--- config.mk ---
export PLATFORM = sky130hd
export DESIGN_NAME = player_sprite_painter
export DESIGN_NICKNAME = d
export VERILOG_FILES = /design/src/rtl/player_sprite_painter_pkg.sv /design/src/rtl/box_scan_counter.sv /design/src/rtl/player_sprite_painter.sv
export SDC_FILE = /design/constraint.sdc
export NUM_CORES = 1
export LEC_CHECK = 0
export BUFFER_PORTS_ARGS = -buffer_cell sky130_fd_sc_hd__clkbuf_2
export CORE_MARGIN = 5
export CORE_UTILIZATION = 30
export DETAILED_ROUTE_END_ITERATION = 8
export SLEW_MARGIN = 30
export SYNTH_ARGS = -nofsm -noshare
export SYNTH_HDL_FRONTEND = slang
export SYNTH_SLANG_ARGS = --single-unit
--- constraint.sdc ---
create_clock -name CLOCK_50 -period 3.67 [get_ports CLOCK_50]
set_input_delay 0.734 -clock CLOCK_50 [delete_from_list [all_inputs] [get_ports CLOCK_50]]
set_output_delay 0.734 -clock CLOCK_50 [all_outputs]
set_load 0.1 [all_outputs]
--- src/rtl/player_sprite_painter_pkg.sv ---
// Shared screen geometry, colour constants and painter state
// encoding for the sprite and bullet painters.
package player_sprite_painter_pkg;

  localparam int SCREEN_W = 320;
  localparam int SCREEN_H = 240;

  localparam logic [2:0] COLOR_BLACK = 3'b000;
  localparam logic [2:0] COLOR_BLUE  = 3'b001;
  localparam logic [2:0] COLOR_GREEN = 3'b010;
  localparam logic [2:0] COLOR_CYAN  = 3'b011;
  localparam logic [2:0] COLOR_RED   = 3'b100;
  localparam logic [2:0] COLOR_WHITE = 3'b111;

  typedef enum logic [1:0] {
    ST_IDLE,
    ST_ERASE,
    ST_UPDATE,
    ST_DRAW
  } state_e;

endpackage

--- src/rtl/box_scan_counter.sv ---
// Raster counter over a WxH box: cx fastest, then cy.
// last is high while the counter sits on (W-1, H-1).
module box_scan_counter #(
  parameter int W = 8,
  parameter int H = 8,
  localparam int CXW = (W > 1) ? $clog2(W) : 1,
  localparam int CYW = (H > 1) ? $clog2(H) : 1
) (
  input  logic           clk,
  input  logic           rst,
  input  logic           clear,
  input  logic           advance,
  output logic [CXW-1:0] cx,
  output logic [CYW-1:0] cy,
  output logic           last
);

  logic [CXW-1:0] cx_q, cx_d;
  logic [CYW-1:0] cy_q, cy_d;
  logic           x_end, y_end;

  assign x_end = (cx_q == CXW'(W - 1));
  assign y_end = (cy_q == CYW'(H - 1));

  // next position: clear wins, otherwise step the raster
  always_comb begin
    cx_d = cx_q;
    cy_d = cy_q;
    if (clear) begin
      cx_d = '0;
      cy_d = '0;
    end else if (advance) begin
      if (x_end) begin
        cx_d = '0;
        cy_d = y_end ? '0 : cy_q + 1'b1;
      end else begin
        cx_d = cx_q + 1'b1;
      end
    end
  end

  // counter registers
  always_ff @(posedge clk) begin
    if (rst) begin
      cx_q <= '0;
      cy_q <= '0;
    end else begin
      cx_q <= cx_d;
      cy_q <= cy_d;
    end
  end

  assign cx   = cx_q;
  assign cy   = cy_q;
  assign last = x_end && y_end;

endmodule

--- src/rtl/player_sprite_painter.sv ---
// Moves one player sprite per frame tick, erasing the old box
// and drawing the new one as a one-pixel-per-clock stream.
module player_sprite_painter
  import player_sprite_painter_pkg::*;
#(
  parameter int         W            = 8,
  parameter int         H            = 8,
  parameter int         X_INIT       = 16,
  parameter int         Y_INIT       = 112,
  parameter logic [2:0] SPRITE_COLOR = COLOR_BLUE,
  parameter int         MOVE_STEP    = 1
) (
  input  logic       CLOCK_50,
  input  logic       rst,
  input  logic       frame_tick,
  input  logic       move_left,
  input  logic       move_right,
  input  logic       move_up,
  input  logic       move_down,
  input  logic [2:0] background_color,
  output logic [8:0] obj_X,
  output logic [7:0] obj_Y,
  output logic [8:0] VGA_X,
  output logic [7:0] VGA_Y,
  output logic [2:0] VGA_COLOR,
  output logic       plot_enable,
  output logic       busy
);

  localparam int CXW = (W > 1) ? $clog2(W) : 1;
  localparam int CYW = (H > 1) ? $clog2(H) : 1;

  localparam logic [9:0] STEP  = 10'(MOVE_STEP);
  localparam logic [9:0] MAX_X = 10'(SCREEN_W - W);
  localparam logic [9:0] MAX_Y = 10'(SCREEN_H - H);

  state_e     state_q, state_d;
  logic [8:0] obj_x_q, obj_x_d;
  logic [7:0] obj_y_q, obj_y_d;
  logic [8:0] tgt_x_q, tgt_x_d;
  logic [7:0] tgt_y_q, tgt_y_d;
  logic [8:0] vga_x_q, vga_x_d;
  logic [7:0] vga_y_q, vga_y_d;
  logic [2:0] color_q, color_d;
  logic       plot_q, plot_d;
  logic       busy_q, busy_d;

  logic [CXW-1:0] cx;
  logic [CYW-1:0] cy;
  logic           last;
  logic           scan_clear, scan_adv;

  logic [9:0] cur_x, cur_y;
  logic [9:0] nxt_x, nxt_y;
  logic [8:0] px;
  logic [7:0] py;

  box_scan_counter #(
    .W(W),
    .H(H)
  ) u_scan (
    .clk    (CLOCK_50),
    .rst    (rst),
    .clear  (scan_clear),
    .advance(scan_adv),
    .cx     (cx),
    .cy     (cy),
    .last   (last)
  );

  assign px = obj_x_q + 9'(cx);
  assign py = obj_y_q + 8'(cy);

  // clamped target; 10-bit so +/-STEP never wraps
  always_comb begin
    cur_x = {1'b0, obj_x_q};
    cur_y = {2'b0, obj_y_q};
    nxt_x = cur_x;
    nxt_y = cur_y;
    unique case (1'b1)
      move_left && !move_right:
        nxt_x = (cur_x < STEP) ? '0 : cur_x - STEP;
      move_right && !move_left:
        nxt_x = (cur_x + STEP > MAX_X) ? MAX_X : cur_x + STEP;
      default: ;
    endcase
    unique case (1'b1)
      move_up && !move_down:
        nxt_y = (cur_y < STEP) ? '0 : cur_y - STEP;
      move_down && !move_up:
        nxt_y = (cur_y + STEP > MAX_Y) ? MAX_Y : cur_y + STEP;
      default: ;
    endcase
  end

  // painter FSM next-state and registered-output values
  always_comb begin
    state_d    = state_q;
    obj_x_d    = obj_x_q;
    obj_y_d    = obj_y_q;
    tgt_x_d    = tgt_x_q;
    tgt_y_d    = tgt_y_q;
    vga_x_d    = vga_x_q;
    vga_y_d    = vga_y_q;
    color_d    = color_q;
    plot_d     = 1'b0;
    busy_d     = 1'b1;
    scan_clear = 1'b0;
    scan_adv   = 1'b0;
    case (state_q)
      ST_IDLE: begin
        busy_d     = 1'b0;
        scan_clear = 1'b1;
        if (frame_tick &&
            (nxt_x != cur_x || nxt_y != cur_y)) begin
          tgt_x_d = nxt_x[8:0];
          tgt_y_d = nxt_y[7:0];
          busy_d  = 1'b1;
          state_d = ST_ERASE;
        end
      end
      ST_ERASE: begin
        scan_adv = 1'b1;
        plot_d   = 1'b1;
        vga_x_d  = px;
        vga_y_d  = py;
        color_d  = background_color;
        if (last) state_d = ST_UPDATE;
      end
      ST_UPDATE: begin
        scan_clear = 1'b1;
        obj_x_d    = tgt_x_q;
        obj_y_d    = tgt_y_q;
        state_d    = ST_DRAW;
      end
      ST_DRAW: begin
        scan_adv = 1'b1;
        plot_d   = 1'b1;
        vga_x_d  = px;
        vga_y_d  = py;
        color_d  = SPRITE_COLOR;
        if (last) state_d = ST_IDLE;
      end
      default: state_d = ST_IDLE;
    endcase
  end

  // state and output registers; reset starts a draw at init
  always_ff @(posedge CLOCK_50) begin
    if (rst) begin
      state_q <= ST_DRAW;
      obj_x_q <= 9'(X_INIT);
      obj_y_q <= 8'(Y_INIT);
      tgt_x_q <= 9'(X_INIT);
      tgt_y_q <= 8'(Y_INIT);
      vga_x_q <= '0;
      vga_y_q <= '0;
      color_q <= '0;
      plot_q  <= 1'b0;
      busy_q  <= 1'b1;
    end else begin
      state_q <= state_d;
      obj_x_q <= obj_x_d;
      obj_y_q <= obj_y_d;
      tgt_x_q <= tgt_x_d;
      tgt_y_q <= tgt_y_d;
      vga_x_q <= vga_x_d;
      vga_y_q <= vga_y_d;
      color_q <= color_d;
      plot_q  <= plot_d;
      busy_q  <= busy_d;
    end
  end

  assign obj_X       = obj_x_q;
  assign obj_Y       = obj_y_q;
  assign VGA_X       = vga_x_q;
  assign VGA_Y       = vga_y_q;
  assign VGA_COLOR   = color_q;
  assign plot_enable = plot_q;
  assign busy        = busy_q;

endmodule
Word-level counts from Yosys, hierarchy flattened
Cells that the tools add are included.
{"block": "totals", "out_inout_bits": 39, "ff_bits": 64, "word_cells": 71, "inputBits": 10}
{"block": "op_classes", "order_cmp": 4, "n_eq_ne": 10, "mux": 16, "n_reduce_logical": 20, "add_sub_neg": 8, "bitwise": 1}
{"op": "$pmux W10 S2", "count": 2}
{"op": "$mux W10", "count": 3}
{"op": "$add A9 B1 Y10 const B", "count": 1}
{"op": "$gt A10 B8 Y1 const B", "count": 1}
{"op": "$gt A10 B9 Y1 const B", "count": 1}
{"op": "$ne A10 B8 Y1", "count": 1}
{"op": "$ne A10 B9 Y1", "count": 1}
{"op": "$sub A9 B1 Y10 const B", "count": 1}
{"op": "$add A8 B1 Y9 const B", "count": 1}
{"op": "$add A9 B3 Y9", "count": 1}
{"op": "$lt A9 B1 Y1 const B", "count": 1}
{"op": "$mux W9", "count": 1}
{"op": "$sub A8 B1 Y9 const B", "count": 1}
{"op": "$add A8 B3 Y8", "count": 1}
{"op": "$lt A8 B1 Y1 const B", "count": 1}
{"op": "$pmux W2 S4", "count": 1}
{"op": "$reduce_or A2 Y1", "count": 4}
{"op": "$add A3 B1 Y3 const B", "count": 2}
{"op": "$eq A3 B3 Y1 const B", "count": 2}
{"op": "$logic_and A1 B1 Y1", "count": 6}
{"op": "$mux W2", "count": 3}
{"op": "$mux W3", "count": 2}
{"op": "$ne A2 B2 Y1 const B", "count": 3}
{"op": "$pmux W3 S2", "count": 1}
{"op": "other kinds (10)", "count": 17}

Depth between registers and ports, before layout
Gate-level depths: netlist (run 1).
{"block": "depth", "depth_word": 9, "mapped_depth": 14, "mapped_depth_nobuf": 11}

By module
A second synthesis (run 1) with hierarchy kept.
{"block": "hier_totals", "cells_unflattened": 624, "hier_area_um2": 4770.8}
{"module": "player_sprite_painter", "cells_per_inst": 594, "seq_area_each_um2": 1161.1, "area_per_inst_um2": 4451.8, "instances": 1}
{"module": "box_scan_counter", "cells_per_inst": 30, "seq_area_each_um2": 120.1, "area_per_inst_um2": 319.1, "instances": 1}

Worst setup path before layout (run 1)
OpenSTA, ideal clock, no wires.
{"block": "synth_timing", "kind": "reg2reg", "startpoint": "register obj_x_q[1] (netlist: obj_X[1])", "endpoint": "register tgt_y_q[5]", "setup_slack_ns": -0.151, "path_stages_with_launch": 13, "required_time_ns": 3.545, "period_less_slack_ns": 3.821, "setup_time_ns": 0.125, "arrival_ns": 3.696, "path_buffers": 2, "cell_sequence": "dfxtp_1 ha_1 nand3_1 o31a_1 o32ai_1 mux2i_1 a2111oi_0 nand4_1 o211ai_2 buf_6 buf_2 nand2_1 o41a_1"}
{"block": "synth_via", "elab_chain_len": 8, "elab_cells_between_ends": 11, "cone_classes": "2 x add/sub; 2 x order compare; 1 x eq/ne; 3 x mux; 3 x reduce/logical"}
{"item": "from (decl)", "line_no": "player_sprite_painter.sv:38", "text": "logic [8:0] obj_x_q, obj_x_d;"}
{"item": "from (signal assigned)", "line_no": "player_sprite_painter.sv:152", "text": "obj_x_q <= 9'(X_INIT);"}
{"item": "from (signal assigned)", "line_no": "player_sprite_painter.sv:163", "text": "obj_x_q <= obj_x_d;"}
{"item": "$add A9 B1 Y10", "line_no": "player_sprite_painter.sv:84", "text": "nxt_x = (cur_x + STEP > MAX_X) ? MAX_X : cur_x + STEP;"}
{"item": "$gt A10 B9 Y1", "line_no": "player_sprite_painter.sv:84"}
{"item": "$mux W10", "line_no": "player_sprite_painter.sv:84"}
{"item": "$pmux W10 S2", "line_no": "player_sprite_painter.sv:80", "text": "unique case (1'b1)"}
{"item": "$ne A10 B9 Y1 (*)", "line_no": "player_sprite_painter.sv:115", "text": "(nxt_x != cur_x || nxt_y != cur_y)) begin"}
{"item": "$logic_or A1 B1 Y1 (*)", "line_no": "player_sprite_painter.sv:115"}
{"item": "$logic_and A1 B1 Y1 (*)", "line_no": "player_sprite_painter.sv:114", "text": "if (frame_tick &&"}
{"item": "$reduce_and A2 Y1 (no line) (*)"}
{"item": "to (signal assigned)", "line_no": "player_sprite_painter.sv:155", "text": "tgt_y_q <= 8'(Y_INIT);"}
{"item": "to (signal assigned)", "line_no": "player_sprite_painter.sv:166", "text": "tgt_y_q <= tgt_y_d;"}
{"item": "to (decl)", "line_no": "player_sprite_painter.sv:41", "text": "logic [7:0] tgt_y_q, tgt_y_d;"}
Mark *: on every way between the ends. The rest lies on a longest branch, timed or not.
A chain may end at the register's enable or synchronous reset.

Worst setup path after layout (run 1)
{"block": "layout_timing", "startpoint": "register obj_y_q[3] (netlist: obj_Y[3])", "endpoint": "register tgt_x_q[4]"}
{"block": "layout_via", "elab_chain_len": 8, "elab_cells_between_ends": 11, "cone_classes": "2 x add/sub; 2 x order compare; 1 x eq/ne; 3 x mux; 3 x reduce/logical"}
{"item": "from (decl)", "line_no": "player_sprite_painter.sv:39", "text": "logic [7:0] obj_y_q, obj_y_d;"}
{"item": "from (signal assigned)", "line_no": "player_sprite_painter.sv:153", "text": "obj_y_q <= 8'(Y_INIT);"}
{"item": "from (signal assigned)", "line_no": "player_sprite_painter.sv:164", "text": "obj_y_q <= obj_y_d;"}
{"item": "$add A8 B1 Y9", "line_no": "player_sprite_painter.sv:91", "text": "nxt_y = (cur_y + STEP > MAX_Y) ? MAX_Y : cur_y + STEP;"}
{"item": "$gt A10 B8 Y1", "line_no": "player_sprite_painter.sv:91"}
{"item": "$mux W9", "line_no": "player_sprite_painter.sv:91"}
{"item": "$pmux W10 S2", "line_no": "player_sprite_painter.sv:87", "text": "unique case (1'b1)"}
{"item": "$ne A10 B8 Y1 (*)", "line_no": "player_sprite_painter.sv:115"}
{"item": "$logic_or A1 B1 Y1 (*)", "line_no": "player_sprite_painter.sv:115"}
{"item": "$logic_and A1 B1 Y1 (*)", "line_no": "player_sprite_painter.sv:114"}
{"item": "$reduce_and A2 Y1 (no line) (*)"}
{"item": "to (signal assigned)", "line_no": "player_sprite_painter.sv:154", "text": "tgt_x_q <= 9'(X_INIT);"}
{"item": "to (signal assigned)", "line_no": "player_sprite_painter.sv:165", "text": "tgt_x_q <= tgt_x_d;"}
{"item": "to (decl)", "line_no": "player_sprite_painter.sv:40", "text": "logic [8:0] tgt_x_q, tgt_x_d;"}
Marked as above.

==> results of run 1 <==
-- layout make-up --
class | count | share of cell area, %
clock buffer | 10 | 4.40
clock inverter | 6 | 0.646
inverter | 29 | 2.01
multi-input combinational | 448 | 54.2
sequential | 64 | 23.7
tap | 184 | 4.24
timing repair buffer | 93 | 10.9
-- how the worst max path moves through the flow --
stage	startpoint	cells after the start	slack [ps]	to
after global routing	obj_X[4]	11	70	tgt_x_q[4]
final	obj_Y[3]	11	310	tgt_x_q[4]
after CTS	obj_Y[1]	12	130	tgt_y_q[1]
after global placement	move_up	13	10	tgt_x_q[4]
after detailed placement	move_up	13	50	tgt_x_q[4]
after floorplan	obj_Y[1]	11	110	tgt_y_q[7]
-- power by group --
group / switching [mW] / internal (mW) / total [mW]
Combinational: 0.875 / 0.292 / 1.17
Sequential: 0.0762 / 0.779 / 0.856
Clock: 0.296 / 0.469 / 0.765
-- cells by family after synthesis --
kind of cell | count (synthesis) | share of synthesized area [%]
AOI/OAI and AO/OA | 173 | 26.6
xor gates and xnor gates | 10 | 1.94
adders and majority gates | 25 | 7.25
buffers and inverters | 78 | 7.08
DFF | 64 | 28.3
muxes | 24 | 5.31
and+or+nand+nor | 216 | 23.5
-- stage by stage --
step           cell area [um2]  setup WS (ps)  cells  utilization, %
6_report                  5430            306    834            37.0
3_5_place_dp              5140           46.3    818            35.1
5_1_grt                   5430           70.3    834            37.0
3_3_place_gp              5130           13.4    818            35.1
4_1_cts                   5410            126    834            37.0
2_1_floorplan             4530            105    590               -
-- sequential cells by signal (all words and copies together) (netlist names), 2 cells and up --
| name | cells |
|---|---|
| VGA_COLOR | 3 |
| VGA_X | 9 |
| VGA_Y | 8 |
| obj_X | 9 |
| obj_Y | 8 |
| state_q | 2 |
| tgt_x_q | 9 |
| tgt_y_q | 8 |
| u_scan.cx | 3 |
| u_scan.cy | 3 |
-- per-layer routing --
layer  track usage, %  vias up
li1                 -     2285
met1             21.8     2186
met2             26.4      199
met3             4.18       32
met4             4.45        0
met5                0        -
-- critical path, stage by stage (launching register included) --
cell and delay [ps]:
dfxtp_1 480, buf_4 270, or4_4 460, or4_1 450, a311o_1 390, nand4_1 110
nor4_1 50, nand4_1 160, o211ai_2 110, buf_12 190, a2111oi_0 480, a21oi_1 70
-- layout by cell type, fill, tap and decap left out, drive strengths merged, types with 3 or more instances in the layout --
cell type and instances:
and3 9, xnor2 8, or4 7, or3 17
clkinv 4, nor4 6, a31o 8, a21oi 39
nand2 51, o22ai 6, o31ai 5, nand2b 6
o21ai 33, ha 23, a31oi 5, nand3 15
dfxtp 64, clkbuf 58, nor2b 6, a221oi 3
o211ai 7, nor2 63, nand4 7, a211oi 11
a21o 5, inv 29, a32oi 4, o21a 3
nor3 18, buf 45, o311ai 4, a2111oi 7
mux2i 24, a311oi 9
-- timing repair --
item                                    in CTS  in global routing
resized for setup                            0                  4
setup buffers                                0                  0
endpoints found under the setup margin       0                  5
==> metrics.txt, run 1 <==
async set-reset flop share out of synthesis=0%; Worst Hold Class=reg2reg; post-DR vias/cell=5.64; setup TNS=0 ps; Final Hold Viols=0; FMAX=297 MHz; fin crit share=91.7%; Starting DRT DRC Count=548; max-cap check violation count=0; CTS tree=built; Leakage=2.19 nW; Slew HR=40.7%; die height=133 um; H-tree depth=3; CTS Root Cell=clkbuf_16; top_reg_cell synth=dfxtp_1; initial antenna violation count=0; GRT Total Usage=16.4%; hold path depth=2; M1 WL=6630 um; syn nets=625; R2R Path End=tgt_x_q[4]; top cell type by total area after synthesis=dfxtp_1; WL met3=970 um; PD cells=514 mW/mm2; top-count cell post-synth=dfxtp_1; CP Class=reg2reg; Routed WL=14800 um; nets=680; r2r startpoint=obj_Y[3]; IO Port Bufs=48; Endpoint, Worst Hold=VGA_X[0]; Yosys reg bits=64; Post-synth EDFFs=0; # IOs=49; DRC Markers=0; worst-path fanout max=29; VDD IR max=0.000315 V; Syn. warnings=0; cts hold-fix bufs=0; Register Area=0.00128 mm2; post-DP HPWL=11000 um; max-slew violation count=0; post-synthesis cell type count=73; Clock Path Buffers=2; post-synthesis sequential area ratio=28.3%; clock slew at reported path FFs=50 ps; metal2 WL=6870 um; Clock Latency Late Sink=330 ps; register-to-register setup slack=310 ps; Worst Max-Slew Pin Slew=887 ps; Worst Path Arrival=3550 ps; die area=0.0176 mm2; largest cells by area after synthesis=dfxtp_1 (28%), ha_1 (6.4%), mux2i_1 (5.3%); fillcell total=1502; status=completed; first-pass GRT wire length=23900 um; gpl congestion=1.01; Syn Area/Cell=7.67 um2; total power=2.79 mW; Core Box Area=0.0146 mm2; crit path launch type=flop; CTS buffer count=9; kind of end point of the critical path=flop; Reg2Reg Depth=11; multi-input logic area=0.00294 mm2; layout cells sized above 1=19.7%; GR Overflow Total=0; FP Rows=44; clk sinks=64; hold path start=VGA_X[0]; RSZ-0062 raised after global routing=no; largest net degree at the start of global routing=33; Die Wd=133 um; Initial Utilization=30.9%; Hold WS=453 ps; Final setup viols=0; DR vias=4702; Gate Count Post-Synth=590; fin crit period=3360 ps; Avg WL per Cell=17.7 um; number of global-route vias before repair=4580; highest routed layer=met4; Area Overhead vs Synth=19.9%; worst endpoint required time=3860 ps; cell area after synthesis=0.00452 mm2; Final Skew=3.74 ps; synth cell count leaders=dfxtp_1 (64), nor2_1 (63), nand2_1 (51), a21oi_1 (39), clkbuf_1 (38); post-route ant nets=0; antenna cells=0; DRT Pass-1 Iters=5; post-synth top area share=28.3%
Note: power is estimated with default switching activity, not from simulation.
==> run 2, diff against run 1 <==
- PLACE_DENSITY: default -> 0.52
==> run 2 against run 1 <==
  * Count of clock-buffer cells in the layout rose by 3
  * Via count is 2.1% higher
  * First-iteration DRC count shrank 2.9%
  * Sequential power shrank 1%
  * Sequential share of layout area is 0.49 points lower
  * Critical path depth increased by 1
  * Power grew 3.4%
  * Final area grew 2.1%
  * Non-clock buffer count grew 13
  * Clock skew is essentially flat
  * Critical path type unchanged
  * Critical endpoint is now tgt_x_q[7]
==> metrics.txt, run 2 (synthesis results as in run 1) <==
first-pass GRT wire length=24500 um (+2.3%); CTS tree=built; Avg WL per Cell=17.8 um (+0.42%); worst-path fanout max=17 (-41%); CTS Root Cell=clkbuf_16; dpl ws=76.6 ps (+30.3 ps); H-tree depth=3 (unchanged); max-slew violation count=0 (unchanged); die area=0.0176 mm2 (unchanged); Worst Max-Slew Pin Slew=762 ps (-125 ps); Critical Path Slowest Stage Cell=dfxtp_1; Worst Path Arrival=3570 ps (+20 ps); initial antenna violation count=0 (unchanged); crit-path max cell delay=500 ps (+20 ps); crit path launch type=flop; DRT Pass-1 Iters=6 (+1); commonest cells after routing, fill and taps aside=dfxtp_1 (62), nor2_1 (62), buf_4 (57), nand2_1 (51), clkbuf_2 (48); Slew HR=47.9% (+7.3 points); FMAX=295 MHz (-0.87%); Final Skew=3.51 ps (-0.233 ps); Clock Path Buffers=2 (unchanged); status=completed; # IOs=49 (unchanged); DR vias=4803 (+2.1%); Worst Hold Class=reg2reg; Core Util, Final=37.8% (+0.79 points); Die Wd=133 um (unchanged); post-DP HPWL=11400 um (+3.5%); fin crit share=92.5% (+0.80 points); Clock Latency Late Sink=330 ps (about the same); Final Hold Viols=0 (unchanged); max-cap check violation count=0 (unchanged); Hold WS=447 ps (-5.50 ps); post-DR vias/cell=5.67 (+0.58%); post-route ant nets=0 (unchanged); DRC Markers=0 (unchanged); Core Box Area=0.0146 mm2 (unchanged); M2 GR Usage=28.0% (+1.6 points); gpl congestion=0.938 (-7.0%); number of global-route vias before repair=4623 (+0.94%); Final setup viols=0 (unchanged); routing usage on met1=22.4% (+0.57 points); die height=133 um (unchanged); largest net degree at the start of global routing=37 (+12%); global routing's busiest layer=met2; setup TNS=0 ps (unchanged); placed cell count=831 (+1.6%); CTS buffer count=9 (unchanged); Initial Utilization=30.9% (unchanged); clk sinks=64 (unchanged); layout cells sized above 1=20.8% (+1.1 points); Area Overhead vs Synth=22.5%; Leakage=2.27 nW (+3.4%); Routed WL=15100 um (+2.0%); GR Overflow Total=0 (unchanged); IO Port Bufs=48 (unchanged); antenna cells=0 (unchanged); PD cells=520 mW/mm2 (+1.3%); clock slew at reported path FFs=50 ps (about the same); worst endpoint required time=3850 ps (about the same); nets=693 (+1.9%); Starting DRT DRC Count=532 (-2.9%); CP Class=reg2reg; GRT Total Usage=17.1% (+0.67 points); final setup margin=277 ps (-29.4 ps); VDD IR max=0.000305 V (-3.3%); Post-Layout Cell Count=847 (+1.6%); Post-CTS Setup Bufs=0 (unchanged); Crit path buffers/inverters=3 (+1); kind of end point of the critical path=flop; cell family with most CP delay=compound AO/OA/AOI/OAI gates; crit-path cells=ha_1 -> inv_1 -> a2111oi_1 -> o311ai_2 -> a41o_1 -> a31oi_1 -> nand4_1 -> o211ai_2 -> buf_12 -> buf_4 -> mux2i_1 -> nor2_1; fin crit period=3390 ps (+29.4 ps); M3 GR Usage=4.21% (+0.038 points); FP Rows=44 (unchanged)
## run 2: cell count changes in the layout (fill, tap and decap cells not counted), sizes merged
cell / previous run / this run
clkbuf: 58 / 61
clkinvlp: 2 / 0
buf: 45 / 58
bufinv: 0 / 1
clkinv: 4 / 2
## run 2: final timing paths
kind,start,to,slack [ps],cells past startpoint
max,obj_Y[1],tgt_x_q[7],280,12
min,VGA_X[0],VGA_X[0],450,2
max reg2reg,obj_Y[1],tgt_x_q[7],280,12
min reg2reg,VGA_X[0],VGA_X[0],450,2
## run 2: routing by layer
metal,wire length (um),vias to the layer above
li1,-,2309
met1,6810,2289
met2,7140,178
met3,847,27
met4,274,0
met5,0,-
## run 2: area by class of cell
cell class	instances	area, um2
Multi-Input combinational cell	448	2930
Fill cell	1536	9100
Sequential cell	64	1280
Clock inverter	3	40.0
Tap cell	184	230
Timing Repair Buffer	106	688
Clock buffer	13	260
Inverter	29	109
## run 2: repair_timing
item	4_1_cts	5_1_grt
endpoints found under the setup margin	0	9
gates resized for setup	0	2
hold buffers	0	0
## run 2: worst min-delay path, cell delays in order (launching register included)
cell	delay, ps
dfxtp_1	300
nand2_1	50
a21oi_1	50
## run 2: report_power, final
| part | internal, mW | switching [mW] | leakage [nW] |
|---|---|---|---|
| Sequential | 0.780 | 0.0656 | 0.521 |
| Clock | 0.560 | 0.293 | 0.150 |
| Combinational | 0.293 | 0.892 | 1.60 |
| Total | 1.63 | 1.25 | 2.27 |
## run 2: per-stage QoR
| stage | area [um2] | power [mW] |
|---|---|---|
| floorplan | 4530 | 1.79 |
| global route | 5540 | 3.04 |
| global placement | 5230 | 2.02 |
| detailed placement | 5240 | 2.04 |
| CTS | 5540 | 2.91 |
| finish | 5540 | 2.88 |
